### src/rtl/kbd_scan_fifo.sv
// kbd_scan_fifo
// Folds PS/2 scan-code prefix bytes (E0 = extended, F0 = break) into flags
// and queues complete key events in a small FIFO for the CPU/DMA side.
//
// Ports:
//   clk       system clock (single clock domain)
//   rst       synchronous, active-high reset
//   rx_data   byte from the PS/2 deserializer
//   rx_valid  one-cycle strobe qualifying rx_data
//   pop       one-cycle strobe removing the head event
//   out       event word: [7:0] code, [8] break, [9] extended,
//             [15:12] fill count, [16] nonempty, [17] sticky overflow
//   irq       one-cycle pulse per event accepted into the FIFO
module kbd_scan_fifo #(
    parameter int DEPTH = 8,
    parameter int AW    = 3
) (
    input  logic        clk,
    input  logic        rst,
    input  logic [7:0]  rx_data,
    input  logic        rx_valid,
    input  logic        pop,
    output logic [31:0] out,
    output logic        irq
);

    localparam int CW = AW + 1;

    typedef enum logic [1:0] {
        ST_IDLE,
        ST_E0,
        ST_F0,
        ST_E0F0
    } state_t;

    state_t        state;
    logic [9:0]    mem [DEPTH];
    logic [AW-1:0] wptr;
    logic [AW-1:0] rptr;
    logic [CW-1:0] count;
    logic          overflow;

    logic          is_e0;
    logic          is_f0;
    logic          push_req;
    logic [9:0]    new_entry;
    logic          full;
    logic          empty;
    logic          do_push;
    logic          do_pop;
    logic          ovf_evt;
    logic [AW-1:0] wptr_n;
    logic [AW-1:0] rptr_n;
    logic [CW-1:0] count_n;
    logic          overflow_n;
    logic [9:0]    head_n;
    logic [4:0]    count_ext;
    logic [3:0]    fill_n;

    always_comb begin
        is_e0      = (rx_data == 8'hE0);
        is_f0      = (rx_data == 8'hF0);
        // Any byte that is not a prefix completes an event, whatever the state.
        push_req   = rx_valid && !is_e0 && !is_f0;
        new_entry  = {(state == ST_E0) || (state == ST_E0F0),
                      (state == ST_F0) || (state == ST_E0F0),
                      rx_data};
        full       = (count == CW'(DEPTH));
        empty      = (count == '0);
        do_pop     = pop && !empty;
        // A pop in the same cycle frees the slot, so a full FIFO still accepts.
        do_push    = push_req && (!full || pop);
        ovf_evt    = push_req && full && !pop;

        wptr_n     = do_push ? wptr + AW'(1) : wptr;
        rptr_n     = do_pop  ? rptr + AW'(1) : rptr;
        count_n    = count;
        if (do_push && !do_pop) begin
            count_n = count + CW'(1);
        end else if (!do_push && do_pop) begin
            count_n = count - CW'(1);
        end

        overflow_n = overflow;
        if (ovf_evt) begin
            overflow_n = 1'b1;
        end else if (pop) begin
            overflow_n = 1'b0;
        end

        // When the new entry lands in the slot that becomes the head, it is
        // not in the array yet, so forward it directly.
        if (do_push && (wptr == rptr_n)) begin
            head_n = new_entry;
        end else begin
            head_n = mem[rptr_n];
        end

        count_ext = 5'(count_n);
        fill_n    = (count_ext > 5'd15) ? 4'hF : count_ext[3:0];
    end

    // Entry storage needs no reset; the pointers and count define validity.
    always_ff @(posedge clk) begin
        if (!rst && do_push) begin
            mem[wptr] <= new_entry;
        end
    end

    // Prefix FSM, pointers, flags and the registered output word.
    always_ff @(posedge clk) begin
        if (rst) begin
            state    <= ST_IDLE;
            wptr     <= '0;
            rptr     <= '0;
            count    <= '0;
            overflow <= 1'b0;
            out      <= 32'h0;
            irq      <= 1'b0;
        end else begin
            if (rx_valid) begin
                case (state)
                    ST_IDLE: begin
                        if (is_e0)      state <= ST_E0;
                        else if (is_f0) state <= ST_F0;
                        else            state <= ST_IDLE;
                    end
                    ST_E0: begin
                        if (is_f0)      state <= ST_E0F0;
                        else if (is_e0) state <= ST_E0;
                        else            state <= ST_IDLE;
                    end
                    ST_F0: begin
                        // E0 after F0 restarts the sequence; the break is dropped.
                        if (is_e0)      state <= ST_E0;
                        else if (is_f0) state <= ST_F0;
                        else            state <= ST_IDLE;
                    end
                    default: begin
                        if (is_e0 || is_f0) state <= ST_E0F0;
                        else                state <= ST_IDLE;
                    end
                endcase
            end
            wptr     <= wptr_n;
            rptr     <= rptr_n;
            count    <= count_n;
            overflow <= overflow_n;
            irq      <= do_push;
            out      <= {14'b0, overflow_n, (count_n != '0), fill_n, 2'b00,
                         (count_n != '0) ? head_n : 10'b0};
        end
    end

endmodule

### config.mk
export PLATFORM = sky130hd
export DESIGN_NAME = kbd_scan_fifo
export DESIGN_NICKNAME = d
export VERILOG_FILES = /design/src/rtl/kbd_scan_fifo.sv
export SDC_FILE = /design/constraint.sdc
export NUM_CORES = 1
export LEC_CHECK = 0
export CAP_MARGIN = 20
export CORE_ASPECT_RATIO = 1.75
export CORE_UTILIZATION = 50
export DETAILED_ROUTE_END_ITERATION = 10
export PLACE_DENSITY_LB_ADDON = 0.08
export SLEW_MARGIN = 10
export SYNTH_ARGS = -nofsm -noshare
export SYNTH_HDL_FRONTEND = slang
export SYNTH_SLANG_ARGS = --single-unit
### constraint.sdc
create_clock -name clk -period 4.5 [get_ports clk]
set_clock_uncertainty 0.2 [all_clocks]
set_input_delay 0.9 -clock clk [delete_from_list [all_inputs] [get_ports clk]]
set_output_delay 0.9 -clock clk [all_outputs]
set_load 0.01 [all_outputs]
### After elaboration in Yosys (flattened, before gate mapping)

Memories as Yosys holds them, arrays and structs flattened. A register that Yosys moved wholly into a read port is not among the register bits.
Cells that the tools add are included.
Widths: inputs -> output; s select.

| word-level totals | value |
|---|---|
| register bits after elaboration | 36 |
| RAM bits | 80 |
| input bits | 12 |
| output and inout port bits | 33 |
| word-level logic and storage cells | 59 |
| memories kept | 1 |

Memories:

| name | depth | width | read ports | clocked after Yosys merged registers in | wr ports | RTL line | source |
|---|---|---|---|---|---|---|---|
| mem | 8 | 10 | 1 | 1 | 1 | 37 | `logic [9:0] mem [DEPTH];` |

| operators by class | value |
|---|---|
| $add $sub $neg | 4 |
| equality and inequality tests | 6 |
| multiplexer cells | 13 |
| bitwise operators | 1 |
| reduce and logical (&&, ||, !) cells | 26 |

Operators by type and width:

| operator | count |
|---|---|
| $eq 8x8->1 const B | 2 |
| $logic_and 1x1->1 | 9 |
| $logic_not 1->1 | 8 |
| $mux 2 | 4 |
| $mux 4 | 2 |
| $add 3x1->3 const B | 2 |
| $mux 1 | 5 |
| $add 4x1->4 const B | 1 |
| $eq 2x2->1 const B | 2 |
| $eq 4x4->1 const B | 1 |
| $logic_not 4->1 | 1 |
| $logic_or 1x1->1 | 4 |
| $pmux 2 s2 | 1 |
| $reduce_bool 4->1 | 1 |
| $reduce_or 2->1 | 2 |
| $sub 4x1->4 const B | 1 |
| $mux 3 | 1 |
| $eq 2x1->1 const B | 1 |
| $logic_not 2->1 | 1 |
| $not 1->1 | 1 |

### Depth between registers and ports, before layout

| logic depth | value |
|---|---|
| word-level depth | 12 |
| depth in mapped cells | 10 |

### Least setup slack after synthesis

No wires, ideal clock.

| timing | value |
|---|---|
| path type | input -> register |
| start | input port rx_data[6] |
| end | memory mem[0][0] (enable) |
| arrival | 2.603 ns |
| required time | 3.910 ns |
| slack | 1.308 ns |
| cell stages on the path | 5 |
| buffers on the path | 0 |
| path through | and4b_1 > a21oi_1 > nand2b_1 > or3_1 > nor3_1 |

| on the way | value |
|---|---|
| word-level cells in the longest chain between the ends | 8 |

Ends and longest elaborated chain:

| item | RTL line | source |
|---|---|---|
| start: declaration | 20 | `input logic [7:0] rx_data,` |
| $eq 8x8->1 | 61 | `is_e0 = (rx_data == 8'hE0);` |
| $logic_not 1->1 | 64 | `push_req = rx_valid && !is_e0 && !is_f0;` |
| $logic_and 1x1->1 | 64 |  |
| $logic_and 1x1->1 (*) | 64 |  |
| $logic_and 1x1->1 (*) | 72 | `do_push = push_req && (!full \|\| pop);` |
| $logic_and 1x1->1 (*) | 105 | `if (!rst && do_push) begin` |
| $mux 1 (*) | 105 |  |
| $mux 1 (implied by the code) (*) | 106 | `mem[wptr] <= new_entry;` |
| end: declaration | 37 |  |

Every way passes the cells marked *; elsewhere a longest branch is shown, timed or not.

### Final worst setup path

| timing | value |
|---|---|
| start | input port rx_data[2] |
| end | register out[9], read port of mem |

| on the way | value |
|---|---|
| word-level cells in the longest chain between the ends | 12 |

Ends and longest elaborated chain:

| item | RTL line | source |
|---|---|---|
| $eq 8x8->1 | 61 |  |
| $logic_not 1->1 | 64 |  |
| $logic_and 1x1->1 | 64 |  |
| $logic_and 1x1->1 (*) | 64 |  |
| $logic_and 1x1->1 (*) | 72 |  |
| $logic_not 1->1 | 80 | `end else if (!do_push && do_pop) begin` |
| $logic_and 1x1->1 | 80 |  |
| $mux 4 | 80 |  |
| $mux 4 (*) | 78 | `if (do_push && !do_pop) begin` |
| $reduce_bool 4->1 (*) | 151 | `(count_n != '0) ? head_n : 10'b0};` |
| $not 1->1 (no source line) (*) | - |  |
| $reduce_or 2->1 (no source line) (*) | - |  |
| end: declaration | 23 | `output logic [31:0] out,` |

Marked as above.
A chain may end at the register's enable or synchronous reset.

==> key figures <==
Status
  • Status: finished, final reports clean

Placement
  • Port Buffers: 28
  • Post-DP HPWL: between 5 and 6 mm
  • Dpl ws: roughly 0.76 ns
  • Gpl congestion: about 0.76
  • Placed cell areas: roughly 5000 µm²

STA
  • Final hold violation count: 0
  • Setup Viol. Count Final: 0
  • RSZ-0062 raised after global routing: false
  • Count of pins over their slew limit: 0
  • Slew HR: 0.5410
  • Setup TNS: 0 ns
  • Post-route minimum period: roughly 3.4 ns
  • WHS: between 0.3 and 0.4 ns
  • Max Clk Rate: 293.3 MHz
  • Ratio of final minimum period to clock period: 0.7577
  • Slew @ Worst Pin: just under 0.7 ns
  • Min setup slack post-route: roughly 1.1 ns

Final layout
  • Final net count: 370
  • Layout cells sized above 1: 0.1536
  • Antenna cell count: 0
  • Syn-to-layout area delta: 15.44%
  • Finished Cell Area: ~5200 µm²

Setup path
  • Maximum fanout along the worst path: 11
  • CP Capture Type: flip-flop
  • Arrival @ worst endpoint: approximately 3.4 ns
  • RR Endpoint: out[7]
  • Reg2Reg Depth: 10
  • Crit path launch type: input pin
  • CP Class: in -> reg
  • Required @ worst endpoint: 4.51 ns
  • Crit Reg-Reg Startpoint: out[12]
  • R2r setup slk: between 1 and 1.5 ns
  • Crit-path slowest cell: clkdlybuf4s50_1
  • CP Cell Sequence: clkdlybuf4s50_1 -> and4b_1 -> a21oi_1 -> nor2_1 -> a22oi_1 -> mux2_2 -> nor3_4 -> buf_4 -> a211oi_2
  • Worst path max stage delay: approximately 0.66 ns

Floorplanning
  • Initial core utilization: 0.5167
  • Die area: roughly 9400 µm²
  • Die H: 127.2 µm
  • IO Pins: 45
  • Die W: about 74 µm
  • Placeable Area: ~8700 µm²
  • Row cnt: 45

Hold path
  • HP Start: out[13]
  • Worst min path class: reg -> reg
  • Worst hold endpoint: out[13]
  • Hold Path Depth: 2

Clock network
  • Setup bufs post-CTS: 0
  • Hold_buf cts: 0
  • Total CTS buffers: 9
  • Clock sinks: between 100 and 150
  • CTS max path bufs: 2
  • Post-CTS Resized: 0
  • Worst-Skew Late Latency: 0.34 ns
  • Root Driver: clkbuf_16
  • Clock Pin Slew Worst Setup and Hold Paths: 0.07 ns
  • CTS tree: yes
  • H-tree depth: 3

Detailed routing
  • Final ANT Viol Nets: 0
  • Router iterations before antenna repair: 4
  • Initial DRC count: between 100 and 150
  • # DRC: 0
  • Via count: between 2000 and 2500
  • Post-Route WL: 8.338 mm
  • Avg WL per Cell: around 18 µm
  • Via density: ~5.3

Global routing
  • GRT overflow: 0
  • Initial antenna violation count: 0
  • GRT Util Overall: 0.1982
  • First-pass GRT wire length: 13.12 mm
  • Number of global-route vias before repair: about 2500
  • Largest net degree at the start of global routing: about 40

Yosys
  • Avg Cell Area, Syn: 14.22 µm²
  • Post-synthesis cell area: approximately 4500 µm²
  • Post-Synthesis Cells: between 300 and 400
  • Main flop type after synthesis: edfxtp_1
  • Yosys warnings: 0
  • Seq cells post-synth: 105
  • Synth unique cells: 42
  • Post-synth EDFFs: 80
  • Share of synthesized registers carrying an async set or reset: 0
  • Post-synthesis sequential area ratio: 0.6479

Power and ir drop
  • Total Power: between 3000 and 4000 µW
  • Pwr Density: about 600 nW/µm²
  • Worst vdd ir: just over 0.6 mV
  • Lkg Pwr: 0.001998 µW

Job
  • Max cap viols: 0
==> metal layers <==
| metal | part of all wire | up-vias | GRT usage | wire, µm |
|---|---|---|---|---|
| li1 | - | 1201 | - | - |
| met3 | 0.031 | 16 | 0.04180 | 257 |
| met2 | 0.55 | 58 | 0.3508 | 4624 |
| met1 | 0.39 | 1224 | 0.2191 | 3270 |
| met4 | 0.022 | 0 | 0.09729 | 185 |
| met5 | 0 | - | 0 | 0 |
==> synth_stat cells, types with 2 or more instances <==
| master | instances | area, µm² |
|---|---|---|
| dfxtp_1 | 25 | 500.5 |
| edfxtp_1 | 80 | 2402 |
| nor2b_1 | 5 | 31.28 |
| nor3_1 | 4 | 20.02 |
| xnor2_1 | 2 | 17.52 |
| clkbuf_1 | 9 | 33.78 |
| mux2i_1 | 42 | 420.4 |
| a21oi_1 | 5 | 25.02 |
| buf_4 | 21 | 157.7 |
| a211oi_2 | 10 | 125.1 |
| nor2_1 | 30 | 112.6 |
| ha_1 | 5 | 62.56 |
| inv_1 | 5 | 18.77 |
| mux2_2 | 2 | 22.52 |
| nand2_1 | 17 | 63.81 |
| nand2b_1 | 3 | 18.77 |
| a22oi_1 | 21 | 157.7 |
| xor2_1 | 5 | 43.79 |
==> critical path, delay by kind of cell <==
kind / cells / cell delay, ns
simple gates: 3 / 0.60
buf+inv: 2 / 0.92
mux: 1 / 0.40
compound gates: 3 / 0.60
==> state kept, by name (all words and copies together), names as in the netlist <==
name,cells
out,16
irq,1
mem,80
wptr,3
state,2
rptr,3
==> cells in the final DEF (no fill, tap or decap), types with 2 or more instances in the layout <==
master           netlist  final
mux2i_1               42     42
edfxtp_1              80     80
nor2_1                30     30
dfxtp_1               25     25
a21oi_1                5      5
nor3_1                 4      4
a211oi_2              10     10
clkinv_2               0      4
ha_1                   5      5
nand2_1               17     17
clkdlybuf4s50_1        0     28
buf_4                 21     16
nor2b_1                5      5
conb_1                 1     16
a22oi_1               21     21
xnor2_1                2      2
mux2_2                 2      2
inv_1                  5      5
clkbuf_16              0      9
nand2b_1               3      3
xor2_1                 5      5
==> area by class of cell <==
cell class | count | area (µm²)
Tap cell | 117 | 146.4
Fill cell | 714 | 3498
Inverter | 6 | 22.52
Timing Repair Buffer | 44 | 400.4
Clock buffer | 10 | 239.0
Sequential cell | 105 | 2903
Clock inverter | 6 | 57.56
Multi-Input combinational cell | 187 | 1404
==> where the power goes <==
group	total (µW)	switching (µW)	internal, µW
logic	1140	598	544
clock network	761	319	442
registers	1180	56.2	1120
total	3080	973	2110
==> per-stage QoR <==
step                      std cells  utilization
final                           475       0.5965
after detailed placement        459       0.5623
after floorplan                 330            -
after global routing            475       0.5965
after CTS                       475       0.5965
after global placement          459       0.5623
==> worst max-delay path by stage <==
stage	depth (start not counted)	end	startpoint	slack (ns)
2_1_floorplan	5	mem[0][0]	rx_data[6]	1.31
3_3_place_gp	9	out[0]	rx_data[5]	0.87
3_5_place_dp	9	out[9]	rx_data[5]	0.76
4_1_cts	9	out[9]	rx_data[2]	1.11
5_1_grt	9	out[9]	rx_data[5]	0.91
6_report	9	out[9]	rx_data[2]	1.09
==> logic make-up after synthesis <==
kind of cell | count (synthesis) | share of synthesized area
AO/OA/AOI/OAI | 41 | 0.08266
multiplexers | 45 | 0.1022
adder cells (fa/ha/maj) | 5 | 0.01396
other | 1 | 0.0008370
buffers and inverters | 38 | 0.05138
flip-flops | 105 | 0.6479
XOR/XNOR | 8 | 0.01983
AND/OR/NAND/NOR | 72 | 0.08127
No activity file was read; power rests on OpenSTA's default activity.
